File: config.mk
export PLATFORM = sky130hd
export DESIGN_NAME = activation_load_ctrl_flat
export DESIGN_NICKNAME = d
export VERILOG_FILES = /design/src/rtl/activation_load_ctrl_if.sv /design/src/rtl/activation_load_ctrl.sv /design/src/flat_wrapper.sv
export SDC_FILE = /design/constraint.sdc
export NUM_CORES = 1
export LEC_CHECK = 0
export CORE_ASPECT_RATIO = 0.6
export CORE_MARGIN = 2
export CORE_UTILIZATION = 40
export DETAILED_ROUTE_END_ITERATION = 10
export DONT_BUFFER_PORTS = 1
export SETUP_SLACK_MARGIN = 0.02
export SLEW_MARGIN = 10
export SYNTH_ARGS = -nofsm -noshare
export SYNTH_HDL_FRONTEND = slang
export SYNTH_SLANG_ARGS = --single-unit
File: constraint.sdc
create_clock -name clk -period 3.05 [get_ports clk]
set_clock_uncertainty 0.1 [all_clocks]
set_input_delay 0.61 -clock clk [delete_from_list [all_inputs] [get_ports clk]]
set_output_delay 0.61 -clock clk [all_outputs]
set_load 0.01 [all_outputs]
File: src/rtl/activation_load_ctrl_if.sv
// Activation-load bus: tile control, the valid/ready activation stream in,
// and the registered write port / mode flags out to the activation store.
//   master : drives start, act_in, act_in_valid, weight_load_done
//   slave  : drives act_in_ready, Activation, Activation_Mem_Address_in,
//            load_mem_done, Cal, busy, tile_done
interface activation_load_ctrl_if #(
  parameter int DATA_W     = 7,
  parameter int ADDR_WIDTH = 6
);
  logic                  start;
  logic [DATA_W-1:0]     act_in;
  logic                  act_in_valid;
  logic                  act_in_ready;
  logic                  weight_load_done;
  logic [DATA_W-1:0]     Activation;
  logic [ADDR_WIDTH-1:0] Activation_Mem_Address_in;
  logic                  load_mem_done;
  logic                  Cal;
  logic                  busy;
  logic                  tile_done;

  modport master (
    output start, act_in, act_in_valid, weight_load_done,
    input  act_in_ready, Activation, Activation_Mem_Address_in,
           load_mem_done, Cal, busy, tile_done
  );

  modport slave (
    input  start, act_in, act_in_valid, weight_load_done,
    output act_in_ready, Activation, Activation_Mem_Address_in,
           load_mem_done, Cal, busy, tile_done
  );
endinterface

File: src/rtl/activation_load_ctrl.sv
// Write-side sequencer for the activation store of a systolic-array tile.
// Takes SIZE*SIZE activations over a valid/ready stream, writes them
// row-major into the store, waits for the weight loader, then switches the
// store to compute mode and holds Cal for CAL_LEN cycles before a one-cycle
// DONE that rewinds the store and returns to IDLE.
// Ports:
//   clk  - rising-edge clock
//   rst  - asynchronous reset, active-high
//   bus  - activation_load_ctrl_if.slave (stream in, store write port and
//          mode flags out; see the interface file for the signal list)
module activation_load_ctrl #(
  parameter int SIZE       = 8,
  parameter int MEM_SIZE   = SIZE * SIZE,
  parameter int ADDR_WIDTH = $clog2(MEM_SIZE),
  parameter int CAL_LEN    = 3 * SIZE,
  parameter int CNT_WIDTH  = $clog2(CAL_LEN + 1),
  parameter int DATA_W     = 7
) (
  input logic                  clk,
  input logic                  rst,
  activation_load_ctrl_if.slave bus
);

  typedef enum logic [2:0] {IDLE, LOAD, WAIT_W, CAL, DONE} state_t;

  localparam logic [ADDR_WIDTH-1:0] LAST_ADDR = ADDR_WIDTH'(MEM_SIZE - 1);
  localparam logic [CNT_WIDTH-1:0]  LAST_CNT  = CNT_WIDTH'(CAL_LEN - 1);

  state_t                state;
  state_t                state_nx;
  logic [ADDR_WIDTH-1:0] wr_ptr;
  logic [CNT_WIDTH-1:0]  cal_cnt;
  logic                  vld_p0;
  logic [DATA_W-1:0]     act_p0;
  logic [ADDR_WIDTH-1:0] addr_p0;

  // Accepted beat: ready is only ever high in LOAD.
  assign vld_p0 = bus.act_in_valid && bus.act_in_ready;

  always_comb begin
    state_nx = state;
    case (state)
      IDLE:    if (bus.start) state_nx = LOAD;
      LOAD:    if (vld_p0 && (wr_ptr == LAST_ADDR)) state_nx = WAIT_W;
      // At least one cycle here so the last registered word is written
      // while the store is still in load mode.
      WAIT_W:  if (bus.weight_load_done) state_nx = CAL;
      CAL:     if (cal_cnt == LAST_CNT) state_nx = DONE;
      DONE:    state_nx = IDLE;
      default: state_nx = IDLE;
    endcase
  end

  always_ff @(posedge clk or posedge rst) begin
    if (rst) state <= IDLE;
    else     state <= state_nx;
  end

  always_ff @(posedge clk or posedge rst) begin
    if (rst) begin
      wr_ptr  <= '0;
      cal_cnt <= '0;
    end else begin
      if ((state == IDLE) && bus.start) wr_ptr <= '0;
      else if (vld_p0)                  wr_ptr <= wr_ptr + ADDR_WIDTH'(1);

      if ((state == WAIT_W) && bus.weight_load_done) cal_cnt <= '0;
      else if (state == CAL)                         cal_cnt <= cal_cnt + CNT_WIDTH'(1);
    end
  end

  // ---- stage p0: registered write port; holds between accepted beats ----
  always_ff @(posedge clk or posedge rst) begin
    if (rst) begin
      act_p0  <= '0;
      addr_p0 <= '0;
    end else if (vld_p0) begin
      act_p0  <= bus.act_in;
      addr_p0 <= wr_ptr;
    end
  end

  assign bus.Activation                = act_p0;
  assign bus.Activation_Mem_Address_in = addr_p0;
  assign bus.act_in_ready              = (state == LOAD);
  assign bus.load_mem_done             = (state == CAL) || (state == DONE);
  assign bus.Cal                       = (state == CAL);
  assign bus.tile_done                 = (state == DONE);
  assign bus.busy                      = (state != IDLE);

endmodule
File: src/flat_wrapper.sv
// flat-port wrapper written by rule: the top's interface ports become plain ports
module activation_load_ctrl_flat 
#(
  parameter int SIZE       = 8,
  parameter int MEM_SIZE   = SIZE * SIZE,
  parameter int ADDR_WIDTH = $clog2(MEM_SIZE),
  parameter int CAL_LEN    = 3 * SIZE,
  parameter int CNT_WIDTH  = $clog2(CAL_LEN + 1),
  parameter int DATA_W     = 7
)
  (clk, rst, bus_start, bus_act_in, bus_act_in_valid, bus_weight_load_done, bus_act_in_ready, bus_Activation, bus_Activation_Mem_Address_in, bus_load_mem_done, bus_Cal, bus_busy, bus_tile_done);
  activation_load_ctrl_if #(.DATA_W(DATA_W), .ADDR_WIDTH(ADDR_WIDTH)) bus_i ();
  input logic clk;
  input logic rst;
  input wire logic [$bits(bus_i.start)-1:0] bus_start;
  input wire logic [$bits(bus_i.act_in)-1:0] bus_act_in;
  input wire logic [$bits(bus_i.act_in_valid)-1:0] bus_act_in_valid;
  input wire logic [$bits(bus_i.weight_load_done)-1:0] bus_weight_load_done;
  output wire logic [$bits(bus_i.act_in_ready)-1:0] bus_act_in_ready;
  output wire logic [$bits(bus_i.Activation)-1:0] bus_Activation;
  output wire logic [$bits(bus_i.Activation_Mem_Address_in)-1:0] bus_Activation_Mem_Address_in;
  output wire logic [$bits(bus_i.load_mem_done)-1:0] bus_load_mem_done;
  output wire logic [$bits(bus_i.Cal)-1:0] bus_Cal;
  output wire logic [$bits(bus_i.busy)-1:0] bus_busy;
  output wire logic [$bits(bus_i.tile_done)-1:0] bus_tile_done;
  assign bus_i.start = bus_start;
  assign bus_i.act_in = bus_act_in;
  assign bus_i.act_in_valid = bus_act_in_valid;
  assign bus_i.weight_load_done = bus_weight_load_done;
  assign bus_act_in_ready = bus_i.act_in_ready;
  assign bus_Activation = bus_i.Activation;
  assign bus_Activation_Mem_Address_in = bus_i.Activation_Mem_Address_in;
  assign bus_load_mem_done = bus_i.load_mem_done;
  assign bus_Cal = bus_i.Cal;
  assign bus_busy = bus_i.busy;
  assign bus_tile_done = bus_i.tile_done;
  activation_load_ctrl #(.SIZE(SIZE), .MEM_SIZE(MEM_SIZE), .ADDR_WIDTH(ADDR_WIDTH), .CAL_LEN(CAL_LEN), .CNT_WIDTH(CNT_WIDTH), .DATA_W(DATA_W)) u_core (.clk(clk), .rst(rst), .bus(bus_i));
endmodule
==> results of run 1 <==
area by class of cell:
class                           instances  area (um^2)
Sequential cell                        27        675.6
Tap cell                               42        52.55
Fill cell                             299         1605
Timing Repair Buffer                    1        7.507
Inverter                                6        22.52
Clock buffer                            4        45.04
Multi-Input combinational cell         95        538.0
layout by cell type (no fill, tap or decap), types with 2 or more instances in the layout:
cell type | synthesis | routed
o21ai_0 | 5 | 5
nand4b_1 | 3 | 3
nand2_1 | 43 | 43
nor2_1 | 5 | 5
a21oi_1 | 6 | 6
xor2_1 | 2 | 2
or3_1 | 6 | 6
nor3_1 | 2 | 2
nand3_1 | 4 | 4
dfrtp_1 | 27 | 27
ha_1 | 2 | 2
inv_1 | 6 | 6
clkbuf_8 | 0 | 3
metrics by stage:
stage | setup slack (ps) | std cells | utilization | hold WS, ps | instance area, um^2
2_1_floorplan | 1181 | 134 | - | 383.9 | 1265
3_3_place_gp | 1092 | 171 | 0.4399 | 424.2 | 1296
3_5_place_dp | 1049 | 171 | 0.4399 | 422.7 | 1296
4_1_cts | 736.6 | 175 | 0.4552 | 329.5 | 1341
5_1_grt | 639.3 | 175 | 0.4552 | 335.4 | 1341
6_report | 727.5 | 175 | 0.4552 | 335.8 | 1341
state kept, by name, summed over array words and instances (netlist names):
name and cells:
u_core.wr_ptr 6, u_core.bus.Activation 7, u_core.state 3, u_core.bus.Activation_Mem_Address_in 6, u_core.cal_cnt 5
power by group through the flow:
stage	registers (mW)	clock network [mW]	logic [mW]
final	0.544	0.202	0.154
after detailed placement	0.553	0	0.156
after global routing	0.559	0.228	0.185
after floorplan	0.528	0	0.134
after CTS	0.545	0.212	0.157
after global placement	0.551	0	0.149
layer usage:
layer | up-vias | GRT usage
met4 | 0 | 0.06545
li1 | 446 | -
met3 | 5 | 0.05283
met5 | - | 0
met2 | 21 | 0.2283
met1 | 441 | 0.1884
kinds of logic (layout without fill, tap and decap cells):
logic type      count (synthesis)  in the layout
compound gates                 18             18
buf+inv                        12             11
xor+xnor                        3              3
flops                          27             27
fa+ha+maj                       2              2
mux                             1              1
simple gates                   71             71
synthesized netlist by cell type, types with 2 or more instances:
| master | count |
|---|---|
| nand4b_1 | 3 |
| nor2_1 | 5 |
| inv_1 | 6 |
| xor2_1 | 2 |
| ha_1 | 2 |
| a21oi_1 | 6 |
| nand2_1 | 43 |
| nand3_1 | 4 |
| nor3_1 | 2 |
| o21ai_0 | 5 |
| or3_1 | 6 |
| buf_2 | 4 |
| dfrtp_1 | 27 |
worst max-delay path: stages, from the launching register on:
cell      delay, ps
dfrtp_1         500
nand3b_1        320
inv_1           160
or2_2           350
path summary, 6_finish.rpt:
| check | endpoint | start | depth (start not counted) |
|---|---|---|---|
| max | bus_load_mem_done | u_core.state[2] | 3 |
| min | u_core.bus.Activation[6] | bus_act_in[6] | 2 |
| max reg2reg | u_core.wr_ptr[5] | u_core.state[1] | 3 |
| min reg2reg | u_core.bus.Activation_Mem_Address_in[1] | u_core.wr_ptr[1] | 2 |
| max in group asynchronous | u_core.bus.Activation[4] | rst | 1 |
| min in group asynchronous | u_core.bus.Activation[5] | rst | 1 |
==> metrics.txt, run 1 <==
met2 wire len roughly 1.1 mm; register clock-pin slew on the reported worst setup and hold paths approximately 90 ps; largest cells by area after synthesis dfrtp_1, nand2_1, or3_1; Final Hold Viols 0; CTS resizes 0; Overflow after GRT 0; EDFF count, synth 0; Setup crit end kind primary output; # DRC 0; Clk pwr share 0.225; I/O pins 30; VDD IR max approximately 0.00031 V; pin count of the biggest net entering global routing 28; setup TNS 0 ps; die width approximately 77 um; core area between 2000 and 3000 um^2; Int Pwr ~0.6 mW; fmax between 400 and 500 MHz; Via Count roughly 900; layout cells sized above 1 0.08271; Starting Density 0.4293; Post-Synth Adder-Cell Area 0.01978; initial antenna violation count 0; DRT Pass-1 Iters 3; Post-Syn Area per Cell 9.440 um^2; outcome finished clean; cell taking the most area after synthesis dfrtp_1; first-pass GRT wire length about 4.0 mm; combinational family with the most area after synthesis simple AND/OR/NAND/NOR gates; RSZ-0062 raised after global routing false; Diodes inserted 0; Final ANT Viol Nets 0; Final period util 0.7615; sequential share of power 0.604; FFs w/ async S/R, synth 1.000; WS Path Type reg -> out; Via density roughly 5.2; Switching Fraction 0.3272; Data required, critical path roughly 2300 ps; Yosys reg bits 27; Compound-Gate Fraction of Synth Area 0.08902; postcts setup bufs 0; Yosys cell types 32; Area Overhead vs Synth 6.034%; fin nets roughly 150; HP Class in -> reg; Post-Syn Area between 1000 and 1500 um^2; GP Congestion 0.7672; slew margin rel. 0.3197; hold_buf cts 0; Mapped Nets 148; Power Total ~0.9 mW; drt wl/cell 13.80 um; Syn. warnings 0; CTS Buf Count 3; synthesized instance count 134; mux contribution to synthesized area 0.007913; Power Density roughly 670 nW/um^2; R2R setup slack roughly 1200 ps; uppermost layer routed met4; WL final 2.415 mm; Setup-failing EPs final 0; Std-Cell Rows 15; clk sinks 27; root buffer cell clkbuf_8; clk buf depth 2; Comb power frac 0.171; H-tree levels 1; CTS tree done; vias in the first global route ~840; Pins Over Slew Limit 0; Tmin final 2322 ps; static leakage between 0.6 and 0.7 nW; Clock Latency Late Sink between 200 and 300 ps; detailed placer's ending HPWL roughly 1.7 mm; Max-Cap Viols 0; Die H between 40 and 50 um; Seq/Total Area, Yosys 0.5341; 1st-iter DRT viols 38; top-area cell type share of the netlist area 0.5341; Die ar. between 3000 and 4000 um^2; xor and xnor area share after synthesis 0.02077; M1 WL about 1.2 mm; critical path peak fanout 10; # port buffers 0; startpoint types register; ys flop type dfrtp_1; gr usage total 0.1456; Worst EP arrival ~1600 ps; metal3 WL 153 um; Synth Area in Simple Gates 0.2829; Worst Max-Slew Pin Slew ~1000 ps; switching power around 0.29 mW
Power figures use the tool's default switching activity.
==> inputs of run 2 (changes only) <==
- clock period: 3.05 -> 1.9 ns (I/O delays scaled with it)
==> run 2 against run 1 <==
Effect of this change:
- critical path depth shrank 1
- via count rose by 5.5%
- register-to-register slack lost 1000 ps
- sequential share of layout area decreased by 2.9 points
==> metrics.txt, run 2 (synthesis gave the netlist of run 1 again) <==
critical path peak fanout 6; dpl cell area 1326 um^2; static leakage roughly 0.7 nW; max reg flops 7; Diodes inserted 0; WS Path Type reg -> out; Final Hold Viols 0; RSZ-0062 raised after global routing false; VDD IR max around 0.00055 V; setup TNS 0 ps; fin area about 1400 um^2; fmax between 500 and 600 MHz; Area Overhead vs Synth 13.06%; Pins Over Slew Limit 0; initial antenna violation count 0; CTS tree done; clk buf depth 2; clk sinks 27; outcome finished clean; die width 76.60 um; core area between 2000 and 3000 um^2; Max-Cap Viols 0; HP Class in -> reg; # DRC 0; area occupied by multi-input gates 538.0 um^2; drt wl/cell about 14 um; Overflow after GRT 0; Std-Cell Rows 15; Power Density 1019 nW/um^2; Worst EP arrival ~1300 ps; I/O pins 30; Die H 47.56 um; Clock Latency Late Sink 270 ps; 1st-iter DRT viols 39; DRT Pass-1 Iters 4; Final period util 0.9569; detailed placer's ending HPWL about 1.8 mm; Die ar. 3643 um^2; Final ANT Viol Nets 0; H-tree levels 1; # fillers around 280; Worst Max-Slew Pin Slew 384.0 ps; # port buffers 0; fin nets between 150 and 200; Via density a little over 5; most common cell after layout, fill and taps aside nand2_1; layout cells sized above 1 0.1667; Starting Density 0.4293; Tmin final about 1800 ps; commonest cells after routing, fill and taps aside nand2_1, dfrtp_1, buf_4; vias in the first global route about 810; GP Congestion 0.7476; Data required, critical path 1420 ps; slew margin rel. 0.7421; gr usage total 0.1435; Setup-failing EPs final 0; register clock-pin slew on the reported worst setup and hold paths approximately 90 ps; first-pass GRT wire length just under 4 mm; pin count of the biggest net entering global routing 28; WL final 2.562 mm; CTS Buf Count 3; Setup crit end kind primary output; startpoint types register; root buffer cell clkbuf_8; Via Count 963; flip-flop and latch area 679.4 um^2
==> run 2: changes by cell type in the layout (fill, tap and decap cells not counted) <==
cell | previous run | this run
dfrtp_2 | 0 | 3
dfrtp_1 | 27 | 24
buf_4 | 1 | 11
dlygate4sd3_1 | 0 | 1
==> run 2: worst max-delay path: stages (launching register included) <==
cell and delay [ps]:
dfrtp_2 460, buf_4 150, or3_1 460
==> run 2: per-stage QoR <==
| stage | power (mW) | hold WS [ps] | util | cells | setup slack, ps |
|---|---|---|---|---|---|
| after global routing | 1.554 | 104.1 | 0.4854 | 186 | 23.65 |
| final | 1.457 | 110.9 | 0.4854 | 186 | 81.97 |
| after CTS | 1.465 | 109.5 | 0.4701 | 180 | 31.12 |
| after floorplan | 1.063 | 332.7 | - | 134 | 261.4 |
| after global placement | 1.129 | 252.7 | 0.4501 | 175 | 279.8 |
| after detailed placement | 1.143 | 260.0 | 0.4501 | 175 | 227.3 |
==> run 2: timing repair <==
item | in CTS | in global routing
endpoints found under the hold margin | 27 | 0
buffers inserted | 0 | 6
hold buffers | 1 | 0
resized for setup | 3 | 0
endpoints found under the setup margin | 1 | 1
==> run 2: area by class of cell <==
type / instances / share of cell area
sequential: 27 / 0.4751
multi-input combinational: 95 / 0.3762
clock buffer: 4 / 0.03150
tap: 42 / 0.03675
inverter: 6 / 0.01575
timing repair buffer: 12 / 0.06474
==> run 2: per-layer routing <==
metal	vias to the layer above	wire length, um	GRT usage
li1	466	-	-
met1	466	1203	0.1938
met2	29	1146	0.2195
met3	2	204	0.06226
met4	0	6	0.03273
met5	-	0	0
==> run 2: worst paths after layout <==
kind / start / endpoint / slack, ps / cells after the start
setup reg to reg: u_core.state[1] / u_core.wr_ptr[2] / 170 / 5
hold / removal: bus_act_in[4] / u_core.bus.Activation[4] / 110 / 2
hold reg to reg: u_core.state[2] / u_core.state[0] / 440 / 1
min in group asynchronous: rst / u_core.bus.Activation_Mem_Address_in[5] / 510 / 3
max in group asynchronous: rst / u_core.state[0] / 910 / 3
setup / recovery: u_core.state[0] / bus_busy / 80 / 2
==> run 2: where the power goes <==
part	leakage, nW	switching (mW)	internal [mW]	total (mW)
clock	0.0228	0.173	0.150	0.323
sequential	0.328	0.158	0.713	0.871
combinational	0.335	0.145	0.118	0.262
total	0.686	0.476	0.981	1.46
==> inputs of run 3 (changes only) <==
- clock period: 1.9 -> 1.8 ns (I/O delays scaled with it)
==> run 3 against run 2 <==
Effect of this change:
- clock power up 3%
- global-route usage up 1.4 points
- routed wire length about the same
- hold slack worse by 17 ps
- worst setup slack worse by 1.2 ps
- critical endpoint is now u_core.wr_ptr[5]
- largest power group unchanged
==> metrics.txt, run 3 (synthesis gave the netlist of run 1 again) <==
most common cell after layout, fill and taps aside nand2_1; crit-path cells buf_4, nand4bb_4, or4_4, a21oi_2; startpoint types register; worst reg2reg endpoint u_core.wr_ptr[5]; register clock-pin slew on the reported worst setup and hold paths 90 ps; critical path buffer and inverter count 1; Final ANT Viol Nets 0; Worst EP arrival roughly 1800 ps; Setup-failing EPs final 0; hold_sp bus_act_in[3]; Die ar. 3643 um^2; initial antenna violation count 0; WS Path Type reg -> reg; clk buf depth 2; Die H between 40 and 50 um; hold path depth 2; Final period util 0.9551; CTS Buf Count 3; core area between 2000 and 3000 um^2; static leakage 0.6792 nW; Via Count a little over 900; dpl cell area about 1300 um^2; Worst Max-Slew Pin Slew between 400 and 500 ps; Clock Latency Late Sink ~270 ps; WL final around 2.6 mm; Overflow after GRT 0; max reg flops 7; detailed placer's ending HPWL approximately 1.8 mm; VDD IR max between 0.0006 and 0.0007 V; Min-Delay Endpoint u_core.bus.Activation[3]; RR Startpoint u_core.state[1]; fin nets 158; fin area approximately 1400 um^2; DRT Pass-1 Iters 4; family with the most delay on the worst path simple AND/OR/NAND/NOR gates; Power Density around 1100 nW/um^2; Std-Cell Rows 15; Data required, critical path around 1900 ps; Setup crit end kind register; H-tree levels 1; gr usage total 0.1577; HP Class in -> reg; die width about 77 um; 1st-iter DRT viols between 70 and 80; clk sinks 27; # port buffers 0; Area Overhead vs Synth 13.55%; Final Hold Viols 0; RSZ-0062 raised after global routing false; CP max stage delay ~550 ps; commonest cells after routing, fill and taps aside nand2_1, dfrtp_1, buf_4; pin count of the biggest net entering global routing 28; worst r2r path cells 4; outcome finished clean; Diodes inserted 0; Via density 5.032; layout cells sized above 1 0.1818; R2R setup slack 80 ps; fmax 581.7 MHz; # DRC 0; Starting Density 0.4293; CTS tree done; drt wl/cell between 10 and 15 um; I/O pins 30; slowest library cell on the worst path or4_4; Pins Over Slew Limit 0; slew margin rel. 0.7170; Max-Cap Viols 0; GP Congestion around 0.74; vias in the first global route 942; hold slack 94.24 ps; root buffer cell clkbuf_8; critical path peak fanout 10; final core utilization 0.4875; first-pass GRT wire length 4.422 mm; Tmin final roughly 1700 ps; setup TNS 0 ps
## run 3: worst max path at each step
stage               startpoint                 to  slack, ps  cells past startpoint
2_1_floorplan  u_core.state[1]  bus_load_mem_done        180                      4
3_3_place_gp   u_core.state[2]   u_core.wr_ptr[5]        170                      3
3_5_place_dp   u_core.state[1]   u_core.wr_ptr[2]        130                      4
4_1_cts        u_core.state[2]  bus_load_mem_done         30                      2
5_1_grt        u_core.state[1]   u_core.wr_ptr[5]         30                      4
6_report       u_core.state[1]   u_core.wr_ptr[5]         80                      4
## run 3: final cells by class
type                    count  area [um^2]
clock buffers               4        45.04
fillers                   291         1510
inverters                   6        22.52
multi-input cells          95        548.0
flip-flops and latches     27        679.4
well taps                  42        52.55
repair buffers             11        88.84
## run 3: repair_timing
action                                 4_1_cts  5_1_grt
setup endpoints to repair                    2        3
buffers inserted                             3        1
pin swaps                                    0        0
hold buffers                                 1        0
endpoints found under the hold margin       27        0
gates resized for setup                      3        4
## run 3: report_power, final
group          leakage (nW)  internal [mW]  switching, mW  total (mW)
registers             0.328          0.753          0.171       0.924
clock network        0.0228          0.158          0.175       0.333
logic                 0.328          0.128          0.155       0.282
## run 3: metal layers
layer,vias up,share of wire,global-route usage
met4,0,0.0074,0.04364
met5,-,0,0
met1,439,0.49,0.2045
met3,2,0.071,0.06038
li1,464,-,-
met2,26,0.43,0.2566
## run 3: stage by stage
step                      instances  power, mW  setup WS, ps
after CTS                       184      1.559         27.03
final                           185      1.539         80.82
after detailed placement        176      1.215         132.3
after global placement          176      1.194         174.3
after global routing            185      1.660         25.32
after floorplan                 134      1.122         181.4
